`src/rtl/fir_out_decimator_if.sv`:
```
// rtl/fir_out_decimator_if.sv - sample-in / sample-out handshake bundle for fir_out_decimator
interface fir_out_decimator_if;
    logic        in_valid;
    logic [15:0] in_data;
    logic        out_ready;
    logic        out_valid;
    logic [7:0]  out_data;

    modport slave (
        input  in_valid,
        input  in_data,
        input  out_ready,
        output out_valid,
        output out_data
    );

    modport master (
        output in_valid,
        output in_data,
        output out_ready,
        input  out_valid,
        input  out_data
    );
endinterface

```
`src/rtl/fir_out_decimator.sv`:
```
// rtl/fir_out_decimator.sv - keep 1 of DECIM samples, round/saturate to 8 bits, buffer in FIFO
module fir_out_decimator #(
    parameter int DECIM = 4,
    parameter int SHIFT = 4,
    parameter int DEPTH = 4
) (
    input  logic                     clk,
    input  logic                     reset,
    fir_out_decimator_if.slave       bus,
    input  logic                     clr_flags,
    output logic [$clog2(DEPTH):0]   level,
    output logic                     sat_flag,
    output logic                     ovf_flag
);
    localparam int AW = $clog2(DEPTH);
    localparam int PW = (DECIM > 1) ? $clog2(DECIM) : 1;
    localparam logic [PW-1:0] PHASE_LAST = PW'(DECIM - 1);
    localparam logic [PW-1:0] PHASE_ONE  = PW'(1);
    localparam logic [AW-1:0] PTR_ONE    = AW'(1);
    localparam logic [AW:0]   CNT_ONE    = (AW + 1)'(1);
    localparam logic [AW:0]   CNT_FULL   = (AW + 1)'(DEPTH);
    localparam logic signed [16:0] SAT_MAX = 17'sd127;
    localparam logic signed [16:0] SAT_MIN = -17'sd128;

    logic [PW-1:0] phase;
    logic [AW-1:0] wr_ptr;
    logic [AW-1:0] rd_ptr;
    logic [AW:0]   count;
    logic [7:0]    mem [DEPTH];

    logic              keep;
    logic              pop;
    logic              full;
    logic              push_ok;
    logic              ovf_set;
    logic signed [16:0] ext;
    logic signed [16:0] rnd;
    logic signed [16:0] shifted;
    logic [7:0]        q;
    logic              clip;

    assign keep    = bus.in_valid && (phase == '0);
    assign full    = (count == CNT_FULL);
    assign pop     = bus.out_valid && bus.out_ready;
    // A full FIFO still accepts a push when the head leaves in the same cycle.
    assign push_ok = keep && (!full || pop);
    assign ovf_set = keep && full && !pop;

    assign ext = {bus.in_data[15], bus.in_data};

    // Half-LSB offset before the shift gives round-half-up; no offset when SHIFT is 0.
    if (SHIFT > 0) begin : g_round
        localparam logic signed [16:0] HALF = 17'(1 << (SHIFT - 1));
        assign rnd = ext + HALF;
    end else begin : g_noround
        assign rnd = ext;
    end

    assign shifted = rnd >>> SHIFT;

    // Clamp the shifted value into the signed 8-bit range and flag clipping.
    always_comb begin
        q    = shifted[7:0];
        clip = 1'b0;
        if (shifted > SAT_MAX) begin
            q    = 8'h7F;
            clip = 1'b1;
        end else if (shifted < SAT_MIN) begin
            q    = 8'h80;
            clip = 1'b1;
        end
    end

    // Phase counter advances on every valid input and wraps at DECIM-1.
    always_ff @(posedge clk) begin
        if (!reset) begin
            phase <= '0;
        end else if (bus.in_valid) begin
            if (phase == PHASE_LAST) begin
                phase <= '0;
            end else begin
                phase <= phase + PHASE_ONE;
            end
        end
    end

    // FIFO storage and pointers; pop on an empty FIFO is naturally blocked by out_valid.
    always_ff @(posedge clk) begin
        if (!reset) begin
            wr_ptr <= '0;
            rd_ptr <= '0;
            count  <= '0;
            for (int i = 0; i < DEPTH; i++) begin
                mem[i] <= '0;
            end
        end else begin
            if (push_ok) begin
                mem[wr_ptr] <= q;
                wr_ptr      <= wr_ptr + PTR_ONE;
            end
            if (pop) begin
                rd_ptr <= rd_ptr + PTR_ONE;
            end
            case ({push_ok, pop})
                2'b10:   count <= count + CNT_ONE;
                2'b01:   count <= count - CNT_ONE;
                default: count <= count;
            endcase
        end
    end

    // Sticky flags; a set event in the same cycle as clr_flags takes priority.
    always_ff @(posedge clk) begin
        if (!reset) begin
            sat_flag <= 1'b0;
            ovf_flag <= 1'b0;
        end else begin
            sat_flag <= (keep && clip) || (sat_flag && !clr_flags);
            ovf_flag <= ovf_set || (ovf_flag && !clr_flags);
        end
    end

    assign level         = count;
    assign bus.out_valid = (count != '0);
    assign bus.out_data  = (count != '0) ? mem[rd_ptr] : 8'h00;
endmodule

```
`src/flat_wrapper.sv`:
```
// flat-port wrapper written by rule: the top's interface ports become plain ports
module fir_out_decimator_flat 
#(
    parameter int DECIM = 4,
    parameter int SHIFT = 4,
    parameter int DEPTH = 4
)
  (clk, reset, clr_flags, level, sat_flag, ovf_flag, bus_in_valid, bus_in_data, bus_out_ready, bus_out_valid, bus_out_data);
  fir_out_decimator_if bus_i ();
  input  logic clk;
  input  logic reset;
  input  logic clr_flags;
  output logic [$clog2(DEPTH):0] level;
  output logic sat_flag;
  output logic ovf_flag;
  input wire logic [$bits(bus_i.in_valid)-1:0] bus_in_valid;
  input wire logic [$bits(bus_i.in_data)-1:0] bus_in_data;
  input wire logic [$bits(bus_i.out_ready)-1:0] bus_out_ready;
  output wire logic [$bits(bus_i.out_valid)-1:0] bus_out_valid;
  output wire logic [$bits(bus_i.out_data)-1:0] bus_out_data;
  assign bus_i.in_valid = bus_in_valid;
  assign bus_i.in_data = bus_in_data;
  assign bus_i.out_ready = bus_out_ready;
  assign bus_out_valid = bus_i.out_valid;
  assign bus_out_data = bus_i.out_data;
  fir_out_decimator #(.DECIM(DECIM), .SHIFT(SHIFT), .DEPTH(DEPTH)) u_core (.clk(clk), .reset(reset), .bus(bus_i), .clr_flags(clr_flags), .level(level), .sat_flag(sat_flag), .ovf_flag(ovf_flag));
endmodule
```
`config.mk`:
```
export PLATFORM = sky130hd
export DESIGN_NAME = fir_out_decimator_flat
export DESIGN_NICKNAME = d
export VERILOG_FILES = /design/src/rtl/fir_out_decimator_if.sv /design/src/rtl/fir_out_decimator.sv /design/src/flat_wrapper.sv
export SDC_FILE = /design/constraint.sdc
export NUM_CORES = 1
export LEC_CHECK = 0
export ABC_AREA = 1
export ABC_CLOCK_PERIOD_IN_PS = 4390
export BUFFER_PORTS_ARGS = -buffer_cell sky130_fd_sc_hd__buf_4
export CORE_ASPECT_RATIO = 0.9
export CORE_UTILIZATION = 59
export CTS_CLUSTER_DIAMETER = 60
export DETAILED_ROUTE_END_ITERATION = 8
export GPL_ROUTABILITY_DRIVEN = 0
export PLACE_DENSITY_LB_ADDON = 0.25
export SLEW_MARGIN = 20
export SYNTH_ARGS = -nofsm -noshare
export SYNTH_HDL_FRONTEND = slang
export SYNTH_SLANG_ARGS = --single-unit
```
`constraint.sdc`:
```
create_clock -name clk -period 4.39 [get_ports clk]
set_input_delay 0.878 -clock clk [delete_from_list [all_inputs] [get_ports clk]]
set_output_delay 0.878 -clock clk [all_outputs]
set_load 0.01 [all_outputs]
```
==> impl_metrics.py, run 1 <==
metrics = {
    "logic_synthesis": {
        "netlist_instances": 298,
        "synth_area_per_cell_sq_um": 8.175,
        "synth_area_sq_mm": 0.002436,
        "yosysUniqueCellTypes": 24,
        "synth_nets": 323,
        "seq_area_frac_synth": 0.5013,
        "yosysWarnings": 0,
        "ys_ff_latch": 45,
    },
    "setup_path": {
        "endpoint_kind": "primary output",
        "worst-endpoint-arrival_ns": 1.82,
        "crit_required_ns": 3.51,
        "crit_path_max_fanout": 17,
        "crit_chain": "inv_2 -> o21ai_0 -> a21oi_1 -> buf_4",
        "slowest_delay_ns": 0.74,
        "crit_path_start_kind": "flop",
        "crit_slowest_cell": "dfxtp_1",
        "crit_type": "reg2out",
        "timing.critical_path.buf_inv": 2,
        "crit_family": "flip-flops",
    },
    "finish": {
        "layout.cells.most_common": "nor2_1",
        "diodes": 0,
        "fin_area_sq_mm": 0.002826,
        "syn_to_final_growth_pct": 16.02,
        "final_nets": 357,
        "fill_cells": 295,
        "layout_common_cells": "68 x nor2_1, 48 x nand2_1, 33 x inv_1, 32 x buf_4, 32 x edfxtp_1",
        "drive_above_1_share": 0.1952,
        "final_util": 0.7368,
    },
    "clock_tree": {
        "clockRootBuffer": "clkbuf_8",
        "cts_sinks": 45,
        "clock_latency_ns": 0.30,
        "htree_levels": 2,
        "postCtsHoldBufs": 0,
        "cts_tree": "done",
        "clock_path_buffers": 2,
        "ctsResizeCount": 0,
        "numCtsBuffers": 5,
        "post-cts-setup-buffers": 0,
        "path_clk_slew_ns": 0.08,
    },
    "timing": {
        "fin_ws_ns": 1.695,
        "setup_violations": 0,
        "tns_ns": 0,
        "post-route-period-util": 0.6140,
        "rsz0062_at_grt": "no",
        "slew_headroom": 0.5665,
        "maxSlewViolCount": 0,
        "tightest_slew_ns": 0.6494,
        "fmaxAchievable_mhz": 371.0,
        "hold_viol": 0,
        "finalCriticalPeriod_ns": 2.695,
        "skew_ns": 0.008645,
    },
    "routing": {
        "wl_per_cell_microns": 12.49,
        "num_vias": 1965,
        "firstDrtPassIters": 4,
        "drcViolationCount": 0,
        "drt-total-wl_microns": 4733,
        "vias_per_cell": 5.185,
        "ant_nets": 0,
        "drtIter0Drc": 189,
    },
    "power": {
        "p_sw_w": 0.0003899,
        "p_int_w": 0.0008095,
        "switching_share": 0.3251,
        "pwr_density_cell_mw_per_mm2": 424.3,
        "seq_power_share": 0.448,
        "power_frac_comb": 0.297,
        "irDropWorstVdd_mv": 0.2873,
        "p_leak_nw": 1.270,
        "clkPwrFrac": 0.256,
    },
    "die": {
        "core_area_sq_mm": 0.003836,
        "die_h_microns": 62.96,
        "row_count": 21,
        "io_pins": 35,
        "fp.dieArea_sq_mm": 0.004390,
        "die_w_microns": 69.73,
        "start_util": 0.6350,
    },
    "grt": {
        "track_usage": 0.2383,
        "grt_max_degree": 18,
        "grt_pass1_wl_microns": 8073,
        "antenna_found_initial": 0,
        "overflow": 0,
        "grt_pass1_vias": 1834,
    },
    "job": {
        "drv_cap": 0,
    },
    "placement": {
        "place_area_sq_mm": 0.002715,
        "port_buffers": 31,
        "post-place-ws_ns": 1.717,
        "hpwl_microns": 3357,
    },
    "status": {
        "status": "finished, final reports clean",
    },
    "hold_path": {
        "min_path_type": "reg2reg",
    },
}
-- cells in the mapped netlist --
master	instances	area (sq um)
nor2_1	68	255.2
nand2_1	48	180.2
inv_1	33	123.9
edfxtp_1	32	960.9
a21oi_1	20	100.1
o21ai_0	20	100.1
dfxtp_1	13	260.3
nand2_2	11	68.82
nand3_1	11	55.05
inv_2	8	30.03
nand4_1	6	37.54
clkbuf_1	4	15.01
o21ai_1	4	20.02
ha_1	3	37.54
nor2_4	3	33.78
xnor2_1	3	26.28
xor2_1	3	26.28
nor2_8	2	40.04
buf_1	1	3.750
fa_1	1	20.02
nand3_2	1	10.01
nand3b_1	1	7.510
nor3_1	1	5.000
o21bai_4	1	18.77
-- path summary, 6_finish.rpt --
path / from / end / slack, ns / depth (start not counted)
min reg2reg: u_core.sat_flag$_SDFF_PN0_ / u_core.sat_flag$_SDFF_PN0_ / 0.47 / 2
min: u_core.sat_flag$_SDFF_PN0_ / u_core.sat_flag$_SDFF_PN0_ / 0.47 / 2
max: flop / bus_out_data[0] / 1.69 / 4
max reg2reg: u_core.phase[0]$_SDFFE_PN0P_ / u_core.mem[2][7]$_SDFFCE_PN0P_ / 2.07 / 10
-- layout make-up --
| class | instances | area [sq um] | share of cell area |
|---|---|---|---|
| Sequential cell | 45 | 1221 | 0.4320 |
| Clock inverter | 2 | 38.79 | 0.01372 |
| Multi-Input combinational cell | 207 | 1042 | 0.3687 |
| Timing Repair Buffer | 32 | 240.2 | 0.08499 |
| Tap cell | 46 | 57.56 | 0.02036 |
| Clock buffer | 6 | 72.57 | 0.02568 |
| Inverter | 41 | 153.9 | 0.05445 |
-- power groups by stage --
| stage | Clock (W) | Combinational, W | Sequential (W) |
|---|---|---|---|
| finish | 0.000307 | 0.000356 | 0.000537 |
| floorplan | 0 | 0.000226 | 0.000529 |
| detailed placement | 0 | 0.000354 | 0.000546 |
| global route | 0.000329 | 0.000394 | 0.000543 |
| CTS | 0.000312 | 0.000355 | 0.000536 |
| global placement | 0 | 0.000343 | 0.000543 |
-- worst reg2reg max path, delay by kind of cell (launching register included) --
family                     cells  cell delay (ns)
and+or+nand+nor                6             1.28
DFF                            1             0.35
buffers and inverters          3             0.22
adders and majority gates      1             0.14
-- through the flow --
stage | hold slack (ns) | total power [W] | cells
2_1_floorplan | 0.4364 | 0.0007551 | 298
3_3_place_gp | 0.4530 | 0.0008861 | 371
3_5_place_dp | 0.4603 | 0.0008995 | 371
4_1_cts | 0.4775 | 0.001203 | 379
5_1_grt | 0.4961 | 0.001266 | 379
6_report | 0.4747 | 0.001199 | 379
-- logic make-up (layout without fill, tap and decap cells) --
group,after synthesis,in the layout,share of synthesized area
flip-flops,45,45,0.5013
XOR/XNOR,6,6,0.02158
buffers and inverters,46,81,0.07088
AND/OR/NAND/NOR,152,152,0.2845
adder cells (fa/ha/maj),4,4,0.02363
AO/OA/AOI/OAI,45,45,0.09810
-- flip-flops by register name, indices dropped and copies added, names as in the netlist, named ones only --
name and flops:
u_core.mem 32, u_core.level 3, u_core.phase 2, u_core.rd_ptr 2, u_core.wr_ptr 2, u_core.ovf_flag 1, u_core.sat_flag 1
-- per-layer routing --
layer	GRT usage	share of wire	wire [microns]	vias to the layer above
met5	0	0	0	-
met1	0.2976	0.44	2074	876
met2	0.3944	0.51	2394	57
met3	0.05484	0.048	225	4
met4	0.1100	0.0080	38	0
li1	-	-	-	1028
(Power assumes the default switching activity.)
==> run 2, diff against run 1 <==
--- a/config.mk
+++ b/config.mk
@@ -5,11 +5,11 @@
 export SDC_FILE = /design/constraint.sdc
 export NUM_CORES = 1
 export LEC_CHECK = 0
-export ABC_AREA = 1
-export ABC_CLOCK_PERIOD_IN_PS = 4390
+export ABC_AREA = 0
+export ABC_CLOCK_PERIOD_IN_PS = 2500
 export BUFFER_PORTS_ARGS = -buffer_cell sky130_fd_sc_hd__buf_4
 export CORE_ASPECT_RATIO = 0.9
-export CORE_UTILIZATION = 59
+export CORE_UTILIZATION = 57
 export CTS_CLUSTER_DIAMETER = 60
 export DETAILED_ROUTE_END_ITERATION = 8
 export GPL_ROUTABILITY_DRIVEN = 0
==> constraint.sdc (replaced) <==
create_clock -name clk -period 2.5 [get_ports clk]
set_input_delay 0.5 -clock clk [delete_from_list [all_inputs] [get_ports clk]]
set_output_delay 0.5 -clock clk [all_outputs]
set_load 0.01 [all_outputs]
==> impl_metrics.py, run 2 <==
metrics = {
    "status": {
        "status": "finished, final reports clean",
    },
    "finish": {
        "drive_above_1_share": 0.2328,
        "fill_cells": 323,
        "largest_register_ffs": 32,
        "fin_area_sq_mm": 0.002900,
        "final_nets": 286,
        "diodes": 0,
        "largest-register": "u_core.mem",
        "syn_to_final_growth_pct": 16.66,
        "layout_common_cells": "38 x buf_4, 32 x edfxtp_1, 24 x o21ai_1, 20 x nand2_1, 15 x and2_1",
        "layout.cells.most_common": "buf_4",
    },
    "grt": {
        "antenna_found_initial": 0,
        "grt_max_degree": 21,
        "overflow": 0,
        "track_usage": 0.2212,
        "grt_pass1_wl_microns": 7790,
        "grt_pass1_vias": 1696,
    },
    "hold_path": {
        "hold_path_depth": 2,
        "min_path_type": "in2reg",
    },
    "clock_tree": {
        "cts_sinks": 45,
        "htree_levels": 2,
        "ctsResizeCount": 0,
        "path_clk_slew_ns": 0.08,
        "post-cts-setup-buffers": 0,
        "cts_tree": "done",
        "clock_path_buffers": 2,
        "numCtsBuffers": 5,
        "clock_latency_ns": 0.30,
        "clockRootBuffer": "clkbuf_8",
        "postCtsHoldBufs": 0,
    },
    "logic_synthesis": {
        "yosysWarnings": 0,
        "netlist_instances": 224,
        "yosys-top-cells-area": "edfxtp_1 39%, dfxtp_1 10%, mux4_2 7.2%",
        "synth_edf_count": 32,
        "synth_area_per_cell_sq_um": 11.10,
        "ys_top_cells_by_count": "32 x edfxtp_1, 24 x o21ai_1, 20 x nand2_1, 15 x and2_1, 13 x dfxtp_1",
        "synth-simple-area-share": 0.2204,
        "synth_area_sq_mm": 0.002486,
        "synth-xor-area-share": 0.04932,
        "synth_ff_type": "edfxtp_1",
        "yosysUniqueCellTypes": 47,
        "synth_area_leader_cell": "edfxtp_1",
        "synth_top_family_by_area": "simple AND/OR/NAND/NOR gates",
        "synth_mux_area_frac": 0.07650,
        "synthAdderAreaFrac": 0.02315,
        "ys_ff_latch": 45,
        "ys_async_sr_fraction": 0,
        "synth_most_common_cell": "edfxtp_1",
        "synth_top_area_share": 0.3865,
        "synth_nets": 249,
        "seq_area_frac_synth": 0.4912,
        "synth_compound_area_frac": 0.1158,
    },
    "power": {
        "power_w": 0.002128,
        "irDropWorstVdd_mv": 0.3658,
        "clkPwrFrac": 0.232,
        "seq_power_share": 0.459,
        "p_leak_nw": 1.120,
        "switching_share": 0.2921,
        "p_sw_w": 0.0006218,
        "pwr_density_cell_mw_per_mm2": 733.9,
        "power_frac_comb": 0.309,
        "p_int_w": 0.001507,
    },
    "timing": {
        "slew_headroom": 0.6616,
        "maxSlewViolCount": 0,
        "hold_viol": 0,
        "finalCriticalPeriod_ns": 2.302,
        "post-route-period-util": 0.9207,
        "rsz0062_at_grt": "no",
        "tightest_slew_ns": 0.5070,
        "skew_ns": 0.005326,
        "setup_violations": 0,
        "fmaxAchievable_mhz": 434.4,
        "tns_ns": 0,
    },
    "die": {
        "die_h_microns": 64.66,
        "fp.dieArea_sq_mm": 0.004630,
        "die_w_microns": 71.62,
        "io_pins": 35,
        "row_count": 22,
        "start_util": 0.6021,
        "core_area_sq_mm": 0.004129,
    },
    "setup_path": {
        "worst-endpoint-arrival_ns": 1.80,
        "crit_path_max_fanout": 8,
        "crit_path_start_kind": "flop",
        "endpoint_kind": "primary output",
        "r2r_cells": 8,
        "crit_type": "reg2out",
        "crit_required_ns": 2.00,
    },
    "placement": {
        "hpwl_microns": 3566,
        "port_buffers": 31,
        "place_area_sq_mm": 0.002799,
    },
    "job": {
        "drv_cap": 0,
    },
    "routing": {
        "vias_per_cell": 6.003,
        "drcViolationCount": 0,
        "firstDrtPassIters": 5,
        "num_vias": 1861,
        "drtIter0Drc": 157,
        "drt-total-wl_microns": 4681,
        "wl_per_cell_microns": 15.10,
        "ant_nets": 0,
    },
}
run 2: final cells by class:
class	instances	area, sq um	area share
inverter	7	26.28	0.009060
tap	48	60.06	0.02071
clock inverter	1	3.754	0.001294
multi-input combinational	164	1206	0.4159
clock buffer	7	97.59	0.03365
sequential	45	1221	0.4211
timing repair buffer	38	285.3	0.09836
run 2: worst max-delay path, cell delays in order (launching register included):
cell and delay [ns]:
dfxtp_1 0.64, mux4_2 0.56, and2_1 0.16, buf_4 0.13
run 2: path summary, 6_finish.rpt:
kind / from / to / slack [ns]
worst max-delay path: flop / bus_out_data[2] / 0.20
worst min-delay path: clr_flags / u_core.sat_flag$_SDFF_PN0_ / 0.41
worst max register to register: u_core.phase[0]$_SDFFE_PN0P_ / u_core.level[2]$_SDFFE_PN0P_ / 0.25
worst min register to register: u_core.sat_flag$_SDFF_PN0_ / u_core.sat_flag$_SDFF_PN0_ / 0.48
run 2: power by group through the flow:
stage	registers [W]	clock network [W]	logic, W
3_5_place_dp	0.000996	0	0.000663
3_3_place_gp	0.000993	0	0.000648
4_1_cts	0.000980	0.000491	0.000664
2_1_floorplan	0.000952	0	0.000454
6_report	0.000978	0.000493	0.000658
5_1_grt	0.000997	0.000519	0.000723
run 2: cells by family (layout without fill, tap and decap cells):
group / count (synthesis) / in the layout
multiplexers: 9 / 9
flip-flops: 45 / 45
AO/OA/AOI/OAI: 46 / 46
XOR/XNOR: 14 / 14
adder cells (fa/ha/maj): 4 / 4
buffers and inverters: 15 / 53
AND/OR/NAND/NOR: 91 / 91
run 2: through the flow:
| stage | util | instances | worst slack, ns | hold WS, ns |
|---|---|---|---|---|
| finish | 0.7024 | 310 | 0.1982 | 0.4059 |
| global route | 0.7024 | 310 | 0.04684 | 0.4116 |
| CTS | 0.7024 | 310 | 0.1614 | 0.4045 |
| detailed placement | 0.6779 | 302 | 0.03197 | 0.4656 |
| global placement | 0.6779 | 302 | 0.08954 | 0.4620 |
| floorplan | - | 224 | 0.3350 | 0.4896 |
run 2: metal layers:
metal | track usage | share of wire | vias up
met5 | 0 | 0 | -
met1 | 0.3071 | 0.46 | 871
met3 | 0.04199 | 0.067 | 7
li1 | - | - | 909
met2 | 0.3420 | 0.46 | 74
met4 | 0.09314 | 0.014 | 0
